### config.mk
export PLATFORM = sky130hd
export DESIGN_NAME = acquire_locking_arbiter
export DESIGN_NICKNAME = d
export VERILOG_FILES = /design/src/rtl/acquire_pkg.sv /design/src/rtl/acquire_locking_arbiter_rr_pick2.sv /design/src/rtl/acquire_locking_arbiter.sv
export SDC_FILE = /design/constraint.sdc
export NUM_CORES = 1
export LEC_CHECK = 0
export ABC_AREA = 1
export CORE_AREA = 2 2 135 137
export DETAILED_ROUTE_END_ITERATION = 7
export DIE_AREA = 0 0 137 139
export GPL_TIMING_DRIVEN = 0
export HOLD_SLACK_MARGIN = 0.02
export SYNTH_ARGS = -nofsm -noshare
export SYNTH_HDL_FRONTEND = slang
export SYNTH_HIERARCHICAL = 1
export SYNTH_SLANG_ARGS = --single-unit
### constraint.sdc
create_clock -name clk -period 2 [get_ports clk]
set_clock_uncertainty 0.1 [all_clocks]
set_input_delay 0.5 -clock clk [delete_from_list [all_inputs] [get_ports clk]]
set_output_delay 0.5 -clock clk [all_outputs]
set_load 0.01 [all_outputs]
### src/rtl/acquire_pkg.sv
// ============================================================================
// acquire_pkg : field widths, a_type codes and beat layout for Acquire traffic
// Rev 1.0
// ============================================================================
`default_nettype none

package acquire_pkg;

  localparam int SRC_W   = 2;
  localparam int DST_W   = 2;
  localparam int BLOCK_W = 26;
  localparam int XID_W   = 1;
  localparam int BEAT_W  = 3;
  localparam int ATYPE_W = 3;
  localparam int UNION_W = 12;
  localparam int DATA_W  = 64;
  localparam int ACQ_W   = 114;

  localparam logic [ATYPE_W-1:0] GET_TYPE        = 3'h0;
  localparam logic [ATYPE_W-1:0] GET_BLOCK_TYPE  = 3'h1;
  localparam logic [ATYPE_W-1:0] PUT_TYPE        = 3'h2;
  localparam logic [ATYPE_W-1:0] PUT_BLOCK_TYPE  = 3'h3;
  localparam logic [ATYPE_W-1:0] PUT_ATOMIC_TYPE = 3'h4;

  typedef struct packed {
    logic [SRC_W-1:0]   header_src;
    logic [DST_W-1:0]   header_dst;
    logic [BLOCK_W-1:0] addr_block;
    logic [XID_W-1:0]   client_xact_id;
    logic [BEAT_W-1:0]  addr_beat;
    logic               is_builtin_type;
    logic [ATYPE_W-1:0] a_type;
    logic [UNION_W-1:0] union_bits;
    logic [DATA_W-1:0]  data;
  } acquire_beat_t;

  // Only a built-in putBlock spans several beats; everything else is one beat.
  function automatic logic is_multi_beat(acquire_beat_t b);
    return b.is_builtin_type && (b.a_type == PUT_BLOCK_TYPE);
  endfunction

endpackage

`default_nettype wire

### src/rtl/acquire_locking_arbiter_rr_pick2.sv
// ============================================================================
// rr_pick2 : 2-way round-robin pick; ptr breaks the tie when both are valid
// Rev 1.0
// ============================================================================
`default_nettype none

module rr_pick2 (
  input  logic [1:0] valid_i,
  input  logic       ptr_i,
  output logic       grant_o
);

  always_comb begin
    grant_o = ptr_i;
    if (valid_i == 2'b01) begin
      grant_o = 1'b0;
    end else if (valid_i == 2'b10) begin
      grant_o = 1'b1;
    end
  end

endmodule

`default_nettype wire

### src/rtl/acquire_locking_arbiter.sv
// ============================================================================
// acquire_locking_arbiter : 2-input Acquire arbiter, locks on putBlock bursts
// Optional io_beat_err burst checker under ACQ_ARB_BEAT_CHECK_EN.  Rev 1.0
// ============================================================================
`default_nettype none

module acquire_locking_arbiter
  import acquire_pkg::*;
#(
  parameter int N_BEATS   = 8,
  parameter bit RESET_PTR = 1'b0
) (
  input  logic             clk,
  input  logic             reset,
  input  logic             io_in0_valid,
  output logic             io_in0_ready,
  input  logic [ACQ_W-1:0] io_in0_bits,
  input  logic             io_in1_valid,
  output logic             io_in1_ready,
  input  logic [ACQ_W-1:0] io_in1_bits,
  output logic             io_out_valid,
  input  logic             io_out_ready,
  output logic [ACQ_W-1:0] io_out_bits,
  output logic             io_chosen
`ifdef ACQ_ARB_BEAT_CHECK_EN
  ,
  output logic             io_beat_err
`endif
);

  localparam logic ST_IDLE   = 1'b0;
  localparam logic ST_LOCKED = 1'b1;
  localparam logic [BEAT_W-1:0] LAST_BEAT = BEAT_W'(N_BEATS - 1);

  logic              state_q, state_d;
  logic              owner_q, owner_d;
  logic              rr_ptr_q, rr_ptr_d;
  logic [BEAT_W-1:0] beat_cnt_q, beat_cnt_d;
  logic              pick_grant;
  logic              grant;
  logic              fire;
  acquire_beat_t     sel_beat;

  rr_pick2 u_pick (
    .valid_i ({io_in1_valid, io_in0_valid}),
    .ptr_i   (rr_ptr_q),
    .grant_o (pick_grant)
  );

  always_ff @(posedge clk or negedge reset) begin
    if (!reset) begin
      state_q    <= ST_IDLE;
      owner_q    <= 1'b0;
      rr_ptr_q   <= RESET_PTR;
      beat_cnt_q <= '0;
    end else begin
      state_q    <= state_d;
      owner_q    <= owner_d;
      rr_ptr_q   <= rr_ptr_d;
      beat_cnt_q <= beat_cnt_d;
    end
  end

  always_comb begin
    state_d    = state_q;
    owner_d    = owner_q;
    rr_ptr_d   = rr_ptr_q;
    beat_cnt_d = beat_cnt_q;
    case (state_q)
      ST_IDLE: begin
        if (fire) begin
          if (is_multi_beat(sel_beat)) begin
            state_d    = ST_LOCKED;
            owner_d    = grant;
            beat_cnt_d = BEAT_W'(1);
          end else begin
            rr_ptr_d = ~grant;
          end
        end
      end
      ST_LOCKED: begin
        // A stalled owner simply produces no fire, so the count holds.
        if (fire) begin
          if (beat_cnt_q == LAST_BEAT) begin
            state_d    = ST_IDLE;
            beat_cnt_d = '0;
            rr_ptr_d   = ~grant;
          end else begin
            beat_cnt_d = beat_cnt_q + BEAT_W'(1);
          end
        end
      end
      default: state_d = ST_IDLE;
    endcase
  end

  always_comb begin
    grant        = (state_q == ST_LOCKED) ? owner_q : pick_grant;
    io_out_valid = grant ? io_in1_valid : io_in0_valid;
    io_out_bits  = grant ? io_in1_bits : io_in0_bits;
    io_in0_ready = io_out_ready & ~grant;
    io_in1_ready = io_out_ready & grant;
    io_chosen    = grant;
    fire         = io_out_valid & io_out_ready;
  end

  assign sel_beat = io_out_bits;

`ifdef ACQ_ARB_BEAT_CHECK_EN
  logic [BLOCK_W-1:0] first_block_q;
  logic [XID_W-1:0]   first_xid_q;
  logic               beat_err_q;
  logic               beat_bad;

  assign beat_bad = (sel_beat.addr_beat != beat_cnt_q)
                 || (sel_beat.addr_block != first_block_q)
                 || (sel_beat.client_xact_id != first_xid_q);

  always_ff @(posedge clk or negedge reset) begin
    if (!reset) begin
      first_block_q <= '0;
      first_xid_q   <= '0;
      beat_err_q    <= 1'b0;
    end else begin
      if (fire && (state_q == ST_IDLE) && is_multi_beat(sel_beat)) begin
        first_block_q <= sel_beat.addr_block;
        first_xid_q   <= sel_beat.client_xact_id;
      end
      if (fire && (state_q == ST_LOCKED) && beat_bad) begin
        beat_err_q <= 1'b1;
      end
    end
  end

  assign io_beat_err = beat_err_q;
`endif

endmodule

`default_nettype wire

==> results of run 1 <==
[synthesized netlist by cell type]
library cell,n
nand2_4,1
a21oi_1,2
buf_2,11
nor2_1,4
nand2_1,356
o21ai_0,2
dfrtp_1,6
nand3_1,12
nor2_4,1
nor2_2,2
ha_1,2
inv_1,17
nand2_2,5
clkbuf_1,6
nand3_2,1
inv_2,3
buf_4,7
[registers in the layout, indices dropped and copies added, names as in the netlist]
| name | cells |
|---|---|
| owner_q | 1 |
| rr_ptr_q | 1 |
| beat_cnt_q | 3 |
| state_q | 1 |
[worst max-delay path: stages, from the launching register on]
cell     delay [ns]
dfrtp_2        0.45
inv_2          0.17
nand2_2        0.10
nand2_4        0.13
buf_12         0.14
buf_12         0.13
buf_8          0.12
nand2_2        0.05
nand2_1        0.06
buf_2          0.13
[worst max path at each step]
stage                             from                to  slack [ns]  cells past startpoint
after floorplan           io_in1_valid   io_out_bits[10]        0.03                      9
after global placement    io_in1_valid  io_out_bits[103]       -1.65                     10
after detailed placement  io_in1_valid  io_out_bits[106]       -1.66                      9
after CTS                     rr_ptr_q  io_out_bits[111]       -0.36                      9
after global routing          rr_ptr_q   io_out_bits[90]       -0.40                     10
final                          state_q   io_out_bits[73]       -0.31                      9
[cells by family (layout without fill, tap and decap cells)]
| kind of cell | Yosys count | count (layout) |
|---|---|---|
| AOI/OAI and AO/OA | 4 | 4 |
| adders and majority gates | 2 | 2 |
| DFF | 6 | 6 |
| and+or+nand+nor | 382 | 382 |
| buffers and inverters | 44 | 444 |
[through the flow]
| step | instances | TNS [ns] | hold WS, ns |
|---|---|---|---|
| 4_1_cts | 1049 | -30.40 | 0.413 |
| 2_1_floorplan | 438 | 0 | 0.104 |
| 5_1_grt | 1067 | -38.57 | 0.440 |
| 6_report | 1067 | -28.76 | 0.412 |
| 3_3_place_gp | 1017 | -155.83 | 0.391 |
| 3_5_place_dp | 1017 | -155.73 | 0.390 |
[power by group]
part | switching, mW | internal (mW)
combinational | 5.01 | 5.43
sequential | 0.0679 | 0.180
clock | 0.0633 | 0.256
total | 5.15 | 5.86
[routing by layer]
metal | up-vias | wire length, um | GRT usage (%) | part of all wire (%)
met3 | 19 | 1590 | 3.29 | 9.4
met1 | 1853 | 6310 | 17.6 | 37
met5 | - | 13 | 0 | 0.077
met4 | 2 | 209 | 2.39 | 1.2
li1 | 2102 | - | - | -
met2 | 218 | 8810 | 28.4 | 52
[timing repair]
action,CTS,global route
resized for setup,714,229
hold buffers,0,0
buffers inserted,19,15
cloned,10,7
endpoints found under the hold margin,0,0
setup endpoints to repair,124,122
pin swaps,52,45
[area by class of cell]
| type | instances | area [um2] |
|---|---|---|
| tap | 229 | 287 |
| multi-input combinational | 388 | 2420 |
| fill | 1789 | 10200 |
| inverter | 20 | 75.1 |
| buffer | 23 | 398 |
| sequential | 6 | 151 |
| clock buffer | 3 | 75.1 |
| timing repair buffer | 398 | 4030 |
==> reports/metrics.csv, run 1 <==
stage;metric;value;unit
global_routing;Total GRT Usage;15.2;%
synth;synth warn;6;
detailed_routing;Avg Vias per Cell;3.93;
timing;Rel. slew slack;82.5;%
placement;number of port buffers;350;
finish;Util after Layout;42.1;%
finish;Antenna diodes;0;
die;core area;17700;um2
synth;syn_nets;673;
worst_setup_path;FF-to-FF path depth;15;
synth;post-synth cell types;17;
timing;Slew Limit Fails;0;
placement;post-place setup slack;-1.66;ns
synth;largest family of logic cells by synthesized area;simple AND/OR/NAND/NOR gates;
clock_tree;clock-pin slew on the worst setup and hold paths;0.03;ns
timing;Final setup viols;118;
placement;Final GP Congestion;0.799;
worst_setup_path;critical path class;flop to output port;
global_routing;initial antenna violation count;1;
worst_setup_path;reg-to-reg slack, setup;0.03;ns
run_status;result of the run;complete, but fails checks;
clock_tree;H-tree levels;1;
synth;FF+latch count, synth;6;
placement;Final HPWL DP;11900;um
timing;final worst slack;-0.311;ns
synth;Synth Area in Adders;1.33;%
clock_tree;Clock Path Buffers;2;
die;Die Area;19000;um2
worst_setup_path;Crit path arrival time;1.71;ns
timing;Max Clk Rate;433;MHz
timing;Final period util;116;%
worst_setup_path;r2r endpoint;owner_q;
global_routing;first-pass GRT wire length;22500;um
global_routing;Overflow after GRT;0;
synth;register area share after synthesis;7.95;%
worst_setup_path;worst r2r src;rr_ptr_q;
synth;multiplexer share of the synthesized area;0;%
timing;count of final hold-check violations;0;
finish;nets@finish;1075;
finish;Final Cell Area;7430;um2
power_and_ir_drop;Static Leak;3.69;nW
die;chip width;137;um
synth;Synth top area share;70.8;%
detailed_routing;ANT nets after route;0;
power_and_ir_drop;Power Dens Cells;1480;nW/um2
finish;commonest non-fill, non-tap cell in the layout;clkdlybuf4s50_1;
die;Initial Utilization;10.7;%
run_status;violated checks;negative setup slack;
synth;top cells by area, synth;nand2_1 71%, dfrtp_1 8.0%, inv_1 3.4%, nand3_1 3.2%, buf_2 2.9%;
synth;Synth area leader;nand2_1;
synth;Avg Inst Size Synth;4.31;um2
clock_tree;Sink Count;6;
die;Site Rows;49;
global_routing;pin count of the biggest net entering global routing;11;
synth;simple-gate area share of the yosys netlist;78.8;%
detailed_routing;drt initial violations;80;
timing;actual slew at the worst max-slew pin;0.262;ns
synth;Post-Synth XOR/XNOR Area;0;%
finish;share of layout cells above drive strength 1;48.9;%
synth;Post-Syn Instances;438;
finish;most frequent cells in the layout;230 x clkdlybuf4s50_1, 168 x nand2_1, 126 x nand2_2;
clock_tree;clk root buf;clkbuf_16;
die;die span in y;139;um
detailed_routing;TritonRoute pass-1 iters;6;
finish;area grow syn2layout;294;%
timing;unrepaired setup endpoints after global routing;yes;
clock_tree;Worst-Skew Late Latency;0.23;ns
worst_setup_path;critical path startpoint category;flop;
synth;Netlist Area Pre-Place;1890;um2
global_routing;vias in the first global route;4180;
detailed_routing;Wirelength per Cell;15.9;um
detailed_routing;final WL;16900;um
clock_tree;CTS buffer count;3;
hold_path;HP Class;input pin to async pin;
power_and_ir_drop;Total Power;11.0;mW
power_and_ir_drop;VDD IR max;0.720;mV
worst_setup_path;required time of the worst setup path;1.40;ns
timing;post-layout min period;2.31;ns
clock_tree;CTS tree;yes;
synth;compound-gate portion of the synthesized area;1.06;%
die;# IOs;351;
detailed_routing;via count;4194;
placement;placed inst area;5680;um2
flow_run;max-cap viol count;0;
worst_setup_path;Worst Path Max Fanout;7;
detailed_routing;# DRC;0;
worst_setup_path;Critical Path Sink Type;output port;
(Power assumes the default switching activity.)
==> inputs of run 2 (changes only) <==
GPL_ROUTABILITY_DRIVEN = 0   (was not set)
==> results of run 2 <==
No change in the layout: final DEF, timing and power equal those of run 1.
